File: config.mk
export PLATFORM = sky130hd
export DESIGN_NAME = piso_serializer
export DESIGN_NICKNAME = d
export VERILOG_FILES = /design/src/rtl/serial_link_pkg.sv /design/src/rtl/tick_gen.sv /design/src/rtl/piso_serializer.sv
export SDC_FILE = /design/constraint.sdc
export NUM_CORES = 1
export LEC_CHECK = 0
export CORE_ASPECT_RATIO = 0.9
export CORE_MARGIN = 5
export CORE_UTILIZATION = 50
export DETAILED_ROUTE_END_ITERATION = 8
export GPL_TIMING_DRIVEN = 0
export PLACE_DENSITY = 0.7
export SLEW_MARGIN = 20
export SYNTH_ARGS = -nofsm -noshare
export SYNTH_HDL_FRONTEND = slang
export SYNTH_SLANG_ARGS = --single-unit
File: constraint.sdc
create_clock -name clk -period 5.1 [get_ports clk]
set_clock_uncertainty 0.05 [all_clocks]
set_input_delay 0.51 -clock clk [delete_from_list [all_inputs] [get_ports clk]]
set_output_delay 0.51 -clock clk [all_outputs]
set_load 0.1 [all_outputs]
File: src/rtl/serial_link_pkg.sv
// Shared definitions for the 1-bit serial link (transmit and receive ends).
//   ser_state_t : transmitter FSM state encoding
//   SER_WIDTH   : default word width in bits
//   SER_DIV_W   : default tick divider width (bit period = 2**SER_DIV_W cycles)
package serial_link_pkg;

  typedef enum logic {IDLE, SHIFT} ser_state_t;

  localparam int SER_WIDTH = 4;
  localparam int SER_DIV_W = 25;

endpackage

File: src/rtl/tick_gen.sv
// Clock-enable tick generator: free-running DIV_W-bit divider that pulses
// tick_o for one cycle at terminal count (all ones), then wraps to zero.
// Ports:
//   clk     : clock, rising edge
//   reset   : synchronous active-high reset, divider to 0
//   clear_i : restart the divider at 0 on the next edge (phase alignment)
//   tick_o  : one-cycle pulse when the divider equals 2**DIV_W-1
module tick_gen #(
  parameter int DIV_W = 25
) (
  input  logic clk,
  input  logic reset,
  input  logic clear_i,
  output logic tick_o
);

  logic [DIV_W-1:0] div_q;
  logic [DIV_W-1:0] div_d;

  always_comb begin
    div_d = div_q + DIV_W'(1);
    if (clear_i) begin
      div_d = '0;
    end
  end

  always_ff @(posedge clk) begin
    if (reset) begin
      div_q <= '0;
    end else begin
      div_q <= div_d;
    end
  end

  assign tick_o = &div_q;

endmodule

File: src/rtl/piso_serializer.sv
// Parallel-in serial-out transmitter. Accepts a WIDTH-bit word through a
// valid/ready handshake and drives it MSB-first on x_o, each bit held for
// one tick period (2**DIV_W cycles).
// Ports:
//   clk          : clock, rising edge
//   reset        : synchronous active-high reset (aborts any word, no done)
//   load_valid_i : a word is offered on load_data_i
//   load_data_i  : word to transmit, sampled only on the accepting edge
//   load_ready_o : high in IDLE, block can accept a word
//   x_o          : serial data line (0 when idle)
//   x_valid_o    : high while x_o carries a word bit
//   done_o       : one-cycle pulse after the last bit period of a word
module piso_serializer
  import serial_link_pkg::*;
#(
  parameter int WIDTH = SER_WIDTH,
  parameter int DIV_W = SER_DIV_W
) (
  input  logic             clk,
  input  logic             reset,
  input  logic             load_valid_i,
  input  logic [WIDTH-1:0] load_data_i,
  output logic             load_ready_o,
  output logic             x_o,
  output logic             x_valid_o,
  output logic             done_o
);

  localparam int CNT_W = $clog2(WIDTH);

  ser_state_t       state_q, state_d;
  logic [WIDTH-1:0] shreg_q, shreg_d;
  logic [CNT_W-1:0] bit_cnt_q, bit_cnt_d;
  logic             done_q, done_d;

  logic tick;
  logic accept;
  logic last_bit;

  assign accept   = (state_q == IDLE) && load_valid_i;
  assign last_bit = (bit_cnt_q == CNT_W'(WIDTH - 1));

  // Clearing the divider on acceptance gives every word the same phase:
  // the first tick lands exactly N cycles after the accepting edge.
  tick_gen #(
    .DIV_W (DIV_W)
  ) u_tick (
    .clk     (clk),
    .reset   (reset),
    .clear_i (accept),
    .tick_o  (tick)
  );

  // FSM state register
  always_ff @(posedge clk) begin
    if (reset) begin
      state_q <= IDLE;
    end else begin
      state_q <= state_d;
    end
  end

  // FSM next state
  always_comb begin
    state_d = state_q;
    case (state_q)
      IDLE:    if (accept) state_d = SHIFT;
      SHIFT:   if (tick && last_bit) state_d = IDLE;
      default: state_d = IDLE;
    endcase
  end

  // FSM outputs, decoded from registered state only
  always_comb begin
    load_ready_o = 1'b0;
    x_o          = 1'b0;
    x_valid_o    = 1'b0;
    case (state_q)
      IDLE: begin
        load_ready_o = 1'b1;
      end
      SHIFT: begin
        x_o       = shreg_q[WIDTH-1];
        x_valid_o = 1'b1;
      end
      default: ;
    endcase
  end

  // Shift register, bit counter and done pulse
  always_comb begin
    shreg_d   = shreg_q;
    bit_cnt_d = bit_cnt_q;
    done_d    = 1'b0;
    if (accept) begin
      shreg_d   = load_data_i;
      bit_cnt_d = '0;
    end else if ((state_q == SHIFT) && tick) begin
      if (last_bit) begin
        done_d = 1'b1;
      end else begin
        shreg_d   = {shreg_q[WIDTH-2:0], 1'b0};
        bit_cnt_d = bit_cnt_q + CNT_W'(1);
      end
    end
  end

  always_ff @(posedge clk) begin
    if (reset) begin
      shreg_q   <= '0;
      bit_cnt_q <= '0;
      done_q    <= 1'b0;
    end else begin
      shreg_q   <= shreg_d;
      bit_cnt_q <= bit_cnt_d;
      done_q    <= done_d;
    end
  end

  assign done_o = done_q;

endmodule

; Yosys cells after proc, flatten, opt, wreduce, memory -nomap -nowiden
; Index checks and enable logic that the tools add are counted.
[totals]
reg_bits = 33
latch_bits = 0
ramBits = 0
rom_bits = 0
input_bits = 7
wordCells = 31
mem_count = 0
[op_classes]
n_addsub = 2
multipliers = 0
n_div = 0
order_cmp = 0
n_eq_ne = 2
n_shift = 0
n_mux = 10
bitwise_logic = 3
reduce_logical = 9
[ops]
columns = cell, count
row1 = $add A25 B1 Y25 const B, 1
row2 = $reduce_and A25 Y1, 1
row3 = $mux W4, 3
row4 = $mux W1, 6
row5 = $reduce_and A2 Y1, 2
row6 = $logic_and A1 B1 Y1, 3
row7 = $not A1 Y1, 3
row8 = $reduce_or A3 Y1, 1
row9 = $add A2 B1 Y2 const B, 1
row10 = $eq A2 B2 Y1 const B, 1
row11 = $ne A2 B2 Y1 const B, 1
row12 = $pmux W1 S2, 1
row13 = $reduce_bool A2 Y1, 1
row14 = $reduce_or A2 Y1, 1

; Logic depth before layout (Yosys ltp)
[depth]
depth_word = 4
ltp_mapped = 6
depth_no_buf = 5

; By module
; A second synthesis with hierarchy kept.
[unflattened]
cells_unflattened = 171
area_unflattened_um2 = 1491.4
[by_module_without_submodules]
columns = module, n_inst, cells_each, area_per_inst_um2, seq_area_each_um2
row1 = tick_gen, 1, 134, 1127.3, 500.5
row2 = piso_serializer, 1, 37, 364.1, 160.2

; Worst setup path after synthesis
; Ideal clock, no wire load.
[synth_path]
path_kind = register to output
start = register state_q
end = output port x_o
arrival_ps = 1887
required_ps = 4540
setup_slack_ps = 2653
stages_incl_launch_ff = 2
path_buffers = 0
cell_sequence = dfxtp_1 > and2_1
[synth_between]
elab_chain_len = 1
[synth_rtl]
columns = element, line_no
row1 = from (decl), piso_serializer.sv:31  ; ser_state_t state_q, state_d;
row2 = from (signal assigned), piso_serializer.sv:59  ; state_q <= state_d;
row3 = $mux W1, piso_serializer.sv:78  ; case (state_q)
row4 = to (decl), piso_serializer.sv:24  ; output logic x_o,
; Every way passes these cells.

; Worst setup path after layout
; Ends and elaborated chain as after synthesis.

==> flow_metrics.env <==
export IMPL_period_needed_ps=2660
export IMPL_cts_buffers_inserted=5
export IMPL_io_buffers=10
export IMPL_peakVddDrop_mv=0.167
export IMPL_swShare=0.244
export IMPL_fin_crit_sh=0.522
export IMPL_grt_pass1_wl_mm=5.70
export IMPL_final_cell_area_um2=1720
export IMPL_drt_iter0_drc=81
export IMPL_worst_setup_path_end_kind="output port"
export IMPL_cts_sinks=33
export IMPL_ys_flop_type="dfxtp_1"
export IMPL_timing_rr_start="u_tick.div_q[0]$_SDFF_PP0_"
export IMPL_clock_latency_ps=330
export IMPL_clock_power_share=0.331
export IMPL_dp_hpwl_mm=2.29
export IMPL_crit_chain="and2_1, clkdlybuf4s50_1"
export IMPL_cts_hold_buf=0
export IMPL_die_w_um=67.9
export IMPL_layout_common_cells="dfxtp_1 (33), nor2_1 (23), a21oi_1 (13), nand2_1 (11)"
export IMPL_final_hold_violation_count=0
export IMPL_synth_area_per_cell_um2=8.39
export IMPL_postRouteAntennaNets=0
export IMPL_worst_slack_ps=2440
export IMPL_placed_cell_area_um2=1660
export IMPL_tightest_slew_ps=958
export IMPL_path_clk_slew_ps=100
export IMPL_cts_setup_buffers=0
export IMPL_cts_tree="yes"
export IMPL_fin_util=0.580
export IMPL_startpoint_type="register"
export IMPL_root_buffer="clkbuf_4"
export IMPL_netlist_area_um2=1510
export IMPL_drv_cap=0
export IMPL_dr_pass1_iters=4
export IMPL_required_ps=4540
export IMPL_r2r_setup_slack_ps=2790
export IMPL_worstSetupPathType="register to output port"
export IMPL_gr_total_overflow=0
export IMPL_fmax_ghz=0.376
export IMPL_die_h_um=62.1
export IMPL_reg2regPathDepth=6
export IMPL_p_int_uw=339
export IMPL_synth_cell_types=31
export IMPL_place_congestion=0.835
export IMPL_pin_count=11
export IMPL_cp_slowest_cell="clkdlybuf4s50_1"
export IMPL_share_comb_of_total_power=0.077
export IMPL_place_ws_ps=2490
export IMPL_grt_pass1_vias=1317
export IMPL_vias=1329
export IMPL_hold_path_depth=1
export IMPL_final_common_cell="dfxtp_1"
export IMPL_cts_buffer_depth=2
export IMPL_drv_slew=0
export IMPL_n_antenna_cell=0
export IMPL_nets=206
export IMPL_start_util=0.508
export IMPL_routed_via_density=5.56
export IMPL_synthArstFlopShare=0
export IMPL_critPathArrivalTime_ps=2100
export IMPL_area_growth_syn_to_layout_pct=14.2
export IMPL_power_share_sequential=0.592
export IMPL_cpPeakStageDelay_ps=1120
export IMPL_p_sw_uw=110
export IMPL_min_delay_start="u_tick.div_q[0]$_SDFF_PP0_"
export IMPL_drc=0
export IMPL_drive_above_1_share=0.0558
export IMPL_wire_per_inst_um=13.1
export IMPL_setup_viol=0
export IMPL_cp_max_fo=8
export IMPL_synth_nets=189
export IMPL_routed_wl_mm=3.13
export IMPL_slew_headroom=0.356
export IMPL_leakagePower_nw=0.527
export IMPL_cts_resized=0
export IMPL_min_delay_path_class="register to register"
export IMPL_status="finished, final reports clean"
export IMPL_coreArea_um2=2970
export IMPL_dieArea_um2=4220
export IMPL_powerDensity_nw_per_um2=260
export IMPL_grt_util_all_layers=0.173
export IMPL_seq_area_frac_synth=0.437
export IMPL_h_tree_depth=2
export IMPL_ys_warn_count=0
export IMPL_r2r_end="shreg_q[1]$_SDFFE_PP0P_"
export IMPL_antenna_found_initial=0
export IMPL_syn_instance_count=180
export IMPL_grt_max_degree=11
export IMPL_core_rowCount=19
export IMPL_hold_path_end="u_tick.div_q[0]$_SDFF_PP0_"
export IMPL_ys_ff_latch=33
export IMPL_rsz0062_at_grt="false"
export IMPL_synth_edff_count=0
export IMPL_tns_ps=0
==> logic make-up (layout without fill, tap and decap cells) <==
family,count (synthesis),in the layout,synth area share
flip-flops,33,33,0.437
adder cells (fa/ha/maj),2,2,0.0166
XOR/XNOR,13,13,0.0754
AO/OA/AOI/OAI,28,28,0.108
buffers and inverters,14,31,0.0423
AND/OR/NAND/NOR,90,90,0.321
==> per-stage QoR <==
step	power (mW)	std cells	hold WS [ps]
6_report	0.448	239	434
5_1_grt	0.469	239	472
4_1_cts	0.453	239	435
3_5_place_dp	0.306	232	415
3_3_place_gp	0.305	232	403
2_1_floorplan	0.293	180	387
==> power groups by stage <==
stage | logic [mW] | clock network (mW) | registers, mW
floorplan | 0.0190 | 0 | 0.274
detailed placement | 0.0345 | 0 | 0.271
finish | 0.0346 | 0.148 | 0.265
global placement | 0.0340 | 0 | 0.271
global route | 0.0375 | 0.166 | 0.266
CTS | 0.0347 | 0.153 | 0.265
==> routing by layer <==
metal  global-route usage  part of all wire  up-vias
met5                    0                 0        -
met4               0.0968             0.024        0
met3               0.0432             0.026        7
met2                0.254              0.45       15
met1                0.228              0.50      618
li1                     -                 -      689
==> registers in the layout, indices dropped and copies added, names as in the netlist <==
register and flops:
bit_cnt_q 2, shreg_q 4, state_q 1, done_o 1
u_tick.div_q 25
==> worst max-delay path by stage <==
| stage | startpoint | endpoint | slack [ps] | depth (start not counted) |
|---|---|---|---|---|
| floorplan | state_q$_SDFF_PP0_ | x_o | 2650 | 1 |
| global placement | load_valid_i | u_tick.div_q[12]$_SDFF_PP0_ | 2540 | 6 |
| detailed placement | load_valid_i | u_tick.div_q[13]$_SDFF_PP0_ | 2490 | 6 |
| CTS | state_q$_SDFF_PP0_ | x_o | 2420 | 2 |
| global route | state_q$_SDFF_PP0_ | x_o | 2370 | 2 |
| finish | state_q$_SDFF_PP0_ | x_o | 2440 | 2 |
==> cells in the mapped netlist (2+ instances only) <==
library cell | instances | share of area
dfxtp_1 | 33 | 0.44
nor2_1 | 23 | 0.057
a21oi_1 | 13 | 0.043
nand2_1 | 11 | 0.027
nor4_1 | 10 | 0.041
xnor2_1 | 10 | 0.058
nand3_1 | 9 | 0.030
nand4_1 | 9 | 0.037
inv_1 | 7 | 0.017
o21ai_0 | 6 | 0.020
clkbuf_1 | 5 | 0.012
nor3_1 | 5 | 0.017
or3_1 | 5 | 0.021
or4_1 | 5 | 0.025
and3_1 | 4 | 0.017
o31ai_1 | 4 | 0.020
and4_1 | 3 | 0.017
xor2_1 | 3 | 0.017
a21boi_0 | 2 | 0.0099
ha_1 | 2 | 0.017
==> layout make-up <==
| type | instances | area (um^2) |
|---|---|---|
| timing repair buffer | 10 | 100 |
| sequential | 33 | 661 |
| multi-input combinational | 133 | 792 |
| tap | 42 | 52.6 |
| inverter | 7 | 26.3 |
| buffer | 7 | 37.5 |
| fill | 275 | 1250 |
| clock buffer | 7 | 55.1 |
==> worst max-delay path: cells and delay by family (launching register included) <==
kind | cells | cell delay [ps]
DFF | 1 | 480
buffers and inverters | 1 | 1120
and+or+nand+nor | 1 | 160
(Power assumes the default switching activity.)
